File: src/rtl/jtpopeye_rom_pkg.sv
// rtl/jtpopeye_rom_pkg.sv - shared encodings and helpers for the Popeye ROM arbiter
package jtpopeye_rom_pkg;

    typedef enum logic [1:0] {
        IDLE  = 2'd0,
        ISSUE = 2'd1,
        WAIT  = 2'd2
    } state_t;

    typedef enum logic {
        GR_MAIN = 1'b0,
        GR_OBJ  = 1'b1
    } grant_t;

    localparam int          TAG_W           = 13;
    localparam logic [21:0] MAIN_OFFSET_DEF = 22'h0;
    localparam logic [21:0] OBJ_OFFSET_DEF  = 22'h4000;

    // 32-bit word index to 16-bit SDRAM word address (always even), 22-bit wrap
    function automatic logic [21:0] word_addr(input logic [21:0] base, input logic [TAG_W-1:0] idx);
        return base + {8'd0, idx, 1'b0};
    endfunction

endpackage

File: src/rtl/jtpopeye_rom_slot.sv
// rtl/jtpopeye_rom_slot.sv - one-word tag cache with hit compare and invalidate
module jtpopeye_rom_slot #(
    parameter int TW = 13
) (
    input  logic          clk,
    input  logic          rst,
    input  logic          inval,
    input  logic          fill,
    input  logic [TW-1:0] fill_tag,
    input  logic [31:0]   fill_data,
    input  logic [TW-1:0] lookup,
    output logic          hit,
    output logic [31:0]   word
);

    logic          valid;
    logic [TW-1:0] tag;
    logic [31:0]   data;

    always_ff @(posedge clk or posedge rst) begin
        if (rst) begin
            valid <= 1'b0;
            tag   <= '0;
            data  <= '0;
        end else if (inval) begin
            valid <= 1'b0;
        end else if (fill) begin
            valid <= 1'b1;
            tag   <= fill_tag;
            data  <= fill_data;
        end
    end

    assign hit  = valid && (tag == lookup);
    assign word = data;

endmodule

File: src/rtl/jtpopeye_rom_arb.sv
// rtl/jtpopeye_rom_arb.sv - round-robin share of the SDRAM read port between main and object ROM
module jtpopeye_rom_arb
    import jtpopeye_rom_pkg::*;
#(
    parameter logic [21:0] MAIN_OFFSET = MAIN_OFFSET_DEF,
    parameter logic [21:0] OBJ_OFFSET  = OBJ_OFFSET_DEF
) (
    input  logic        clk,
    input  logic        rst,
    input  logic        downloading,
    input  logic        loop_rst,
    input  logic        main_cs,
    input  logic [14:0] rom_addr,
    output logic [7:0]  rom_data,
    output logic        main_ok,
    input  logic        obj_cs,
    input  logic [12:0] obj_addr,
    output logic [31:0] objrom_data,
    output logic        obj_ok,
    output logic        sdram_req,
    output logic [21:0] sdram_addr,
    input  logic        sdram_ack,
    input  logic        sdram_rdy,
    input  logic [31:0] data_read
);

    state_t            state;
    grant_t            grant;
    grant_t            last_grant;
    grant_t            pick;
    logic [TAG_W-1:0]  req_tag;
    logic              halt;
    logic              main_hit, obj_hit;
    logic              main_pend, obj_pend;
    logic              fill_en;
    logic [31:0]       main_word;

    assign halt = downloading | loop_rst;

    // ack+rdy together in ISSUE completes the fetch without visiting WAIT
    assign fill_en = !halt && sdram_rdy &&
                     ((state == WAIT) || (state == ISSUE && sdram_ack));

    jtpopeye_rom_slot #(.TW(TAG_W)) u_main_slot (
        .clk       (clk),
        .rst       (rst),
        .inval     (halt),
        .fill      (fill_en && grant == GR_MAIN),
        .fill_tag  (req_tag),
        .fill_data (data_read),
        .lookup    (rom_addr[14:2]),
        .hit       (main_hit),
        .word      (main_word)
    );

    jtpopeye_rom_slot #(.TW(TAG_W)) u_obj_slot (
        .clk       (clk),
        .rst       (rst),
        .inval     (halt),
        .fill      (fill_en && grant == GR_OBJ),
        .fill_tag  (req_tag),
        .fill_data (data_read),
        .lookup    (obj_addr),
        .hit       (obj_hit),
        .word      (objrom_data)
    );

    assign main_ok   = main_cs && main_hit;
    assign obj_ok    = obj_cs && obj_hit;
    assign rom_data  = main_word[{rom_addr[1:0], 3'b000} +: 8];
    assign main_pend = main_cs && !main_hit;
    assign obj_pend  = obj_cs && !obj_hit;

    always_comb begin
        pick = GR_OBJ;
        if (main_pend && obj_pend)
            pick = (last_grant == GR_MAIN) ? GR_OBJ : GR_MAIN;
        else if (main_pend)
            pick = GR_MAIN;
    end

    always_ff @(posedge clk or posedge rst) begin
        if (rst) begin
            state      <= IDLE;
            grant      <= GR_MAIN;
            last_grant <= GR_OBJ;
            req_tag    <= '0;
            sdram_req  <= 1'b0;
            sdram_addr <= '0;
        end else if (halt) begin
            state     <= IDLE;
            sdram_req <= 1'b0;
        end else begin
            case (state)
                IDLE: begin
                    if (main_pend || obj_pend) begin
                        grant     <= pick;
                        sdram_req <= 1'b1;
                        state     <= ISSUE;
                        if (pick == GR_MAIN) begin
                            req_tag    <= rom_addr[14:2];
                            sdram_addr <= word_addr(MAIN_OFFSET, rom_addr[14:2]);
                        end else begin
                            req_tag    <= obj_addr;
                            sdram_addr <= word_addr(OBJ_OFFSET, obj_addr);
                        end
                    end
                end
                ISSUE: begin
                    if (sdram_ack) begin
                        sdram_req <= 1'b0;
                        if (sdram_rdy) begin
                            last_grant <= grant;
                            state      <= IDLE;
                        end else begin
                            state <= WAIT;
                        end
                    end
                end
                WAIT: begin
                    if (sdram_rdy) begin
                        last_grant <= grant;
                        state      <= IDLE;
                    end
                end
                default: state <= IDLE;
            endcase
        end
    end

endmodule
File: config.mk
export PLATFORM = sky130hd
export DESIGN_NAME = jtpopeye_rom_arb
export DESIGN_NICKNAME = d
export VERILOG_FILES = /design/src/rtl/jtpopeye_rom_pkg.sv /design/src/rtl/jtpopeye_rom_slot.sv /design/src/rtl/jtpopeye_rom_arb.sv
export SDC_FILE = /design/constraint.sdc
export NUM_CORES = 1
export LEC_CHECK = 0
export ABC_AREA = 1
export CORE_ASPECT_RATIO = 1.2
export CORE_UTILIZATION = 49
export CTS_CLUSTER_SIZE = 20
export DETAILED_ROUTE_END_ITERATION = 10
export GPL_ROUTABILITY_DRIVEN = 0
export PLACE_DENSITY_LB_ADDON = 0.05
export SYNTH_ARGS = -nofsm -noshare
export SYNTH_HDL_FRONTEND = slang
export SYNTH_SLANG_ARGS = --single-unit
export TNS_END_PERCENT = 30
File: constraint.sdc
create_clock -name clk -period 3.76 [get_ports clk]
set_input_delay 0.376 -clock clk [delete_from_list [all_inputs] [get_ports clk]]
set_output_delay 0.376 -clock clk [all_outputs]
set_load 0.01 [all_outputs]
==> results.sh, run 1 <==
export IMPL_reg2reg_slack_ns=1.41
export IMPL_overflow=0
export IMPL_worstHoldEndpoint="u_main_slot.word[12]"
export IMPL_start_util=0.503
export IMPL_port_buffers=124
export IMPL_die_y_um=116
export IMPL_dieArea_mm2=0.0112
export IMPL_crit_type="input port to primary output"
export IMPL_synth_adder_area_share=0
export IMPL_p_per_area_mw_per_mm2=509
export IMPL_post_cts_buffers=0
export IMPL_ys_warnings_count=0
export IMPL_fin_crit_ns=2.73
export IMPL_cts_hold_buf=0
export IMPL_grt_usage=0.260
export IMPL_tns_ns=0
export IMPL_drt_pass1_iter_count=5
export IMPL_ant_nets=0
export IMPL_worstSetupStartpointType="input port"
export IMPL_wirelength_um=13900
export IMPL_synth_area_leaders="dfrtp_1, nand2_1, inv_1, o21ai_0, nor2_1"
export IMPL_max_freq_ghz=0.366
export IMPL_worstSetupEndpointType="primary output"
export IMPL_antenna_found_initial=0
export IMPL_synth_seq_cells=110
export IMPL_synthCells=675
export IMPL_fill_cells=938
export IMPL_finish_net_count=856
export IMPL_status="completed"
export IMPL_synth_simple_area_share=0.234
export IMPL_grt_pass1_vias=4393
export IMPL_synth_area_mm2=0.00526
export IMPL_path_clk_slew_ns=0.07
export IMPL_ir_worst_vdd_mv=0.396
export IMPL_syn_to_final_growth_pct=30.6
export IMPL_clock_root_buffer="clkbuf_16"
export IMPL_arrival_ns=2.36
export IMPL_final_core_util=0.657
export IMPL_worstPathRequired_ns=3.38
export IMPL_drive_gt1_frac=0.0467
export IMPL_drcViolationCount=0
export IMPL_yosys_area_top_type_share=0.518
export IMPL_fp_dieW_um=96.6
export IMPL_cts_tree="done"
export IMPL_place_hpwl_um=10200
export IMPL_grt_pass1_wl_um=21700
export IMPL_avgViaCountPerCell=5.01
export IMPL_diodes=0
export IMPL_clockBufferDepth=2
export IMPL_avgRoutedWirePerCell_um=15.0
export IMPL_slew_headroom=0.303
export IMPL_ys_seq_area_frac=0.523
export IMPL_core_area_mm2=0.0105
export IMPL_grt_max_degree=68
export IMPL_setup_viol=0
export IMPL_via_count=4623
export IMPL_crit_fanout=17
export IMPL_multi_input_area_mm2=0.00195
export IMPL_synthXorXnorAreaFrac=0
export IMPL_io_pin_count=133
export IMPL_synth_top_family_by_area="simple AND/OR/NAND/NOR gates"
export IMPL_startpoint="rom_addr[0]"
export IMPL_drt_first_iter_violations=217
export IMPL_cts_resized_gates=0
export IMPL_seqCellArea_mm2=0.00275
export IMPL_leakagePower_nw=3.49
export IMPL_rsz0062_at_grt="no"
export IMPL_fin_worst_skew_ns=0.00697
export IMPL_clk_latency_ns=0.34
export IMPL_finalMaxSlewViolations=0
export IMPL_cts_buffers_inserted=9
export IMPL_synth_mux_area_frac=0.00428
export IMPL_drv_cap=0
export IMPL_synth_compound_area_share=0.128
export IMPL_htreeDepth=3
export IMPL_r2r_end="u_main_slot.word[23]"
export IMPL_min_from="u_main_slot.word[12]"
export IMPL_rows=41
export IMPL_hold_depth=2
export IMPL_cts_sinks=110
export IMPL_r2r_cells=11
export IMPL_yosys_area_top_type="dfrtp_1"
export IMPL_reg2reg_from="state[0]"
export IMPL_worstMarginPinSlew_ns=1.04
export IMPL_synth_cell_type_count=33
export IMPL_syn_area_per_cell_um2=7.79
export IMPL_holdCritPathClass="flop to flop"
export IMPL_finalCritPeriodShare=0.727
export IMPL_finalHoldViolations=0
[cells by family after synthesis]
kind of cell           count (synthesis)
AND/OR/NAND/NOR                      306
buffers and inverters                133
AO/OA/AOI/OAI                        123
flip-flops                           110
multiplexers                           2
other                                  1
[through the flow]
stage / worst slack, ns / hold WS, ns / std cells / cell area [um2] / total power, W
after floorplan: 0.483 / 0.450 / 682 / 5290 / 0.00203
after global placement: 1.05 / 0.467 / 906 / 6540 / 0.00243
after detailed placement: 1.02 / 0.471 / 906 / 6540 / 0.00246
after CTS: 1.06 / 0.491 / 922 / 6870 / 0.00352
after global routing: 0.848 / 0.511 / 922 / 6870 / 0.00369
final: 1.03 / 0.490 / 922 / 6870 / 0.00350
[registers in the layout, indices dropped and copies added (netlist names)]
register,cells
u_obj_slot.tag,13
grant,1
u_obj_slot.word,32
state,2
req_tag,12
u_main_slot.tag,13
u_obj_slot.valid,1
sdram_addr,1
u_main_slot.valid,1
sdram_req,1
last_grant,1
u_main_slot.word,32
[power by group]
group,internal (W),total (W),switching (W)
registers,0.00142,0.00161,0.000181
clock network,0.000638,0.00106,0.000421
logic,0.000408,0.000835,0.000427
[layout by cell type (no fill, tap or decap)]
cell type,synthesis,layout
dfstp_2,1,1
nand3_1,31,31
clkdlybuf4s50_1,0,124
nand2_2,1,1
o21ai_1,29,29
a211oi_1,1,1
nand4_1,2,2
clkbuf_16,0,9
nand3_2,1,1
a21oi_4,1,1
a21oi_1,11,11
buf_12,0,1
clkinv_2,0,1
o21ai_2,4,4
conb_1,1,8
o22ai_1,8,8
o2111ai_1,2,2
o21bai_2,1,1
nor2_2,3,3
nor4_1,2,2
mux2_1,2,2
buf_4,10,4
nor2_1,48,48
nand2_1,213,213
nor3_1,2,2
or2_0,1,1
clkbuf_1,10,1
inv_2,2,2
clkbuf_8,0,3
nor2_4,1,1
dfrtp_1,109,109
inv_1,97,96
or2_2,1,1
bufinv_16,0,2
o211ai_1,1,1
inv_4,0,1
o21bai_1,1,1
o21ai_0,64,64
[worst max path at each step]
stage,to,slack (ns),cells past startpoint
detailed placement,u_obj_slot.word[14],1.02,8
global placement,u_obj_slot.word[3],1.05,8
floorplan,grant,0.48,1
CTS,rom_data[4],1.06,5
global route,rom_data[4],0.85,5
finish,rom_data[6],1.03,5
[worst max-delay path: stages]
cell and delay [ns]:
clkdlybuf4s50_1 0.66, inv_1 0.42, o21ai_0 0.14, o22ai_1 0.17
clkdlybuf4s50_1 0.58
[per-layer routing]
layer | vias to the layer above | global-route usage | share of wire
li1 | 2319 | - | -
met3 | 27 | 0.0571 | 0.058
met1 | 2126 | 0.308 | 0.40
met4 | 0 | 0.0912 | 0.026
met2 | 151 | 0.458 | 0.52
met5 | - | 0 | 0
[cell type report]
cell class,count,area share
multi-input cells,439,0.284
clock buffers,13,0.0393
flip-flops and latches,110,0.401
inverters,99,0.0545
clock inverters,3,0.00947
well taps,129,0.0235
repair buffers,129,0.188
[synth_stat cells]
master	number
o22ai_1	8
nand2_2	1
nand2_1	213
buf_2	10
clkbuf_1	10
o211ai_1	1
a21oi_1	11
o21ai_1	29
o21ai_2	4
a211oi_1	1
nand3_2	1
dfrtp_1	109
inv_2	2
buf_4	10
or2_0	1
nor2_1	48
nor4_1	2
o21ai_0	64
dfstp_2	1
nand3_1	31
nor3_1	2
mux2_1	2
o2111ai_1	2
or2_2	1
nor2_2	3
buf_6	4
a21oi_4	1
nor2_4	1
o21bai_1	1
o21bai_2	1
nand4_1	2
inv_1	97
conb_1	1
(Power assumes the default switching activity.)
==> inputs of run 2 (changes only) <==
Clock period 3.76 ns to 2.6 ns, I/O delays scaled along.
==> run 2 against run 1 <==
Against the previous run: worst hold slack got worse by 0.24 ns; critical path type unchanged; sequential cell count did not move; utilization rose by 0.49 points; via count rose by 0.65%; largest power group unchanged; count of clock-buffer cells in the layout fell by 3; clock skew rose by 0.0037 ns; cell count rose by 1.2%.
==> results.sh, run 2 (synthesized netlist as in run 1, its figures left out) <==
export IMPL_status="completed"
export IMPL_fin_worst_skew_ns=0.0106
export IMPL_worstSetupStartpointType="input port"
export IMPL_antenna_found_initial=0
export IMPL_crit_fanout=2
export IMPL_drcViolationCount=0
export IMPL_via_count=4653
export IMPL_port_buffers=124
export IMPL_rsz0062_at_grt="no"
export IMPL_r2r_cells=9
export IMPL_tns_ns=0
export IMPL_p_per_area_mw_per_mm2=706
export IMPL_path_clk_slew_ns=0.07
export IMPL_drive_gt1_frac=0.0609
export IMPL_r2r_end="u_obj_slot.word[9]"
export IMPL_worstPathRequired_ns=2.34
export IMPL_io_pin_count=133
export IMPL_avgRoutedWirePerCell_um=14.3
export IMPL_finalMaxSlewViolations=0
export IMPL_ir_worst_vdd_mv=0.400
export IMPL_dieArea_mm2=0.0112
export IMPL_path_cells="clkdlybuf4s50_1 > inv_1 > nand2_1 > nand2_1 > nor4_1 > nand4_1 > nor2_1 > clkdlybuf4s50_1"
export IMPL_worstSetupEndpointType="primary output"
export IMPL_cts_buffers_inserted=9
export IMPL_drt_first_iter_violations=230
export IMPL_grt_pass1_wl_um=21100
export IMPL_layout_common_cells="nand2_1, clkdlybuf4s50_1, dfrtp_1"
export IMPL_seqCellArea_mm2=0.00275
export IMPL_cp_slowest_cell="clkdlybuf4s50_1"
export IMPL_grt_usage=0.250
export IMPL_clk_latency_ns=0.35
export IMPL_finish_net_count=867
export IMPL_core_area_mm2=0.0105
export IMPL_crit_type="input port to primary output"
export IMPL_die_y_um=116
export IMPL_drv_cap=0
export IMPL_path_delay_family="buffers and inverters"
export IMPL_layout_commonest_cell="nand2_1"
export IMPL_max_freq_ghz=0.434
export IMPL_wirelength_um=13400
export IMPL_place_hpwl_um=10200
export IMPL_path_buf_inv=3
export IMPL_fill_cells=950
export IMPL_drt_pass1_iter_count=4
export IMPL_multi_input_area_mm2=0.00195
export IMPL_finalCritPeriodShare=0.886
export IMPL_grt_pass1_vias=4539
export IMPL_cts_sinks=110
export IMPL_total_power_w=0.00489
export IMPL_slowest_delay_ns=0.53
export IMPL_ant_nets=0
export IMPL_fin_crit_ns=2.30
export IMPL_reg2reg_from="state[0]"
export IMPL_finalHoldViolations=0
export IMPL_start_util=0.503
export IMPL_post_cts_buffers=0
export IMPL_syn_to_final_growth_pct=31.6
export IMPL_rows=41
export IMPL_leakagePower_nw=3.52
export IMPL_cts_hold_buf=0
export IMPL_overflow=0
export IMPL_avgViaCountPerCell=4.99
export IMPL_clock_root_buffer="clkbuf_16"
export IMPL_reg2reg_slack_ns=0.65
export IMPL_setup_viol=0
export IMPL_cts_tree="done"
export IMPL_holdCritPathClass="input port to asynchronous set/reset pin"
export IMPL_diodes=0
export IMPL_cts_resized_gates=0
export IMPL_htreeDepth=3
export IMPL_fp_dieW_um=96.6
export IMPL_clockBufferDepth=2
export IMPL_grt_max_degree=65
export IMPL_arrival_ns=2.04
run 2: cell count changes in the layout (fill, tap and decap cells not counted):
| cell | before | now |
|---|---|---|
| clkinv_4 | 0 | 2 |
| inv_4 | 1 | 0 |
| buf_12 | 1 | 2 |
| inv_6 | 0 | 2 |
| bufinv_16 | 2 | 0 |
| buf_4 | 4 | 14 |
| clkinvlp_4 | 0 | 1 |
| inv_8 | 0 | 1 |
| clkbuf_1 | 1 | 0 |
| clkbuf_8 | 3 | 1 |
run 2: final cells by class:
class	count	share of cell area
Tap cell	129	0.0233
Clock buffer	10	0.0345
Sequential cell	110	0.398
Multi-Input combinational cell	439	0.282
Timing Repair Buffer	140	0.200
Clock inverter	6	0.00741
Inverter	99	0.0542
run 2: report_power, final:
group / switching (W) / total, W / internal (W) / leakage [nW]
Sequential: 0.000251 / 0.00231 / 0.00206 / 1.39
Combinational: 0.000616 / 0.00122 / 0.000604 / 1.99
Clock: 0.000662 / 0.00136 / 0.000693 / 0.145
Total: 0.00153 / 0.00489 / 0.00336 / 3.52
run 2: layer usage:
metal	vias to the layer above	GRT usage	part of all wire
met5	-	0	0
li1	2330	-	-
met2	133	0.441	0.50
met1	2157	0.284	0.40
met4	0	0.125	0.043
met3	33	0.0512	0.056
run 2: stage by stage:
stage	util	instance area (um2)	setup WS [ns]	std cells	hold slack [ns]
2_1_floorplan	-	5290	1.01	682	0.408
3_3_place_gp	0.634	6630	0.364	917	0.469
3_5_place_dp	0.634	6630	0.313	917	0.473
4_1_cts	0.661	6920	0.310	933	0.266
5_1_grt	0.661	6920	0.141	933	0.272
6_report	0.661	6920	0.296	933	0.254
run 2: how the worst max path moves through the flow:
stage                       startpoint      end  slack (ns)  depth (start not counted)
floorplan                          rst    grant        1.01                          1
global placement           rom_addr[2]  main_ok        0.36                          8
detailed placement         rom_addr[5]  main_ok        0.31                          8
CTS                 u_main_slot.tag[4]  main_ok        0.31                          6
global route               rom_addr[5]  main_ok        0.14                          8
finish                     rom_addr[5]  main_ok        0.30                          8
run 2: worst reg2reg max path, delay by kind of cell (launching register included):
family / cells / cell delay [ns]
AND/OR/NAND/NOR: 4 / 0.65
AO/OA/AOI/OAI: 2 / 0.23
flip-flops: 1 / 0.41
buffers and inverters: 3 / 0.52
==> inputs of run 3 (changes only) <==
Settings changed: SLEW_MARGIN from default to 10.
==> results of run 3 <==
No change in the layout: final DEF, timing and power equal those of run 2.
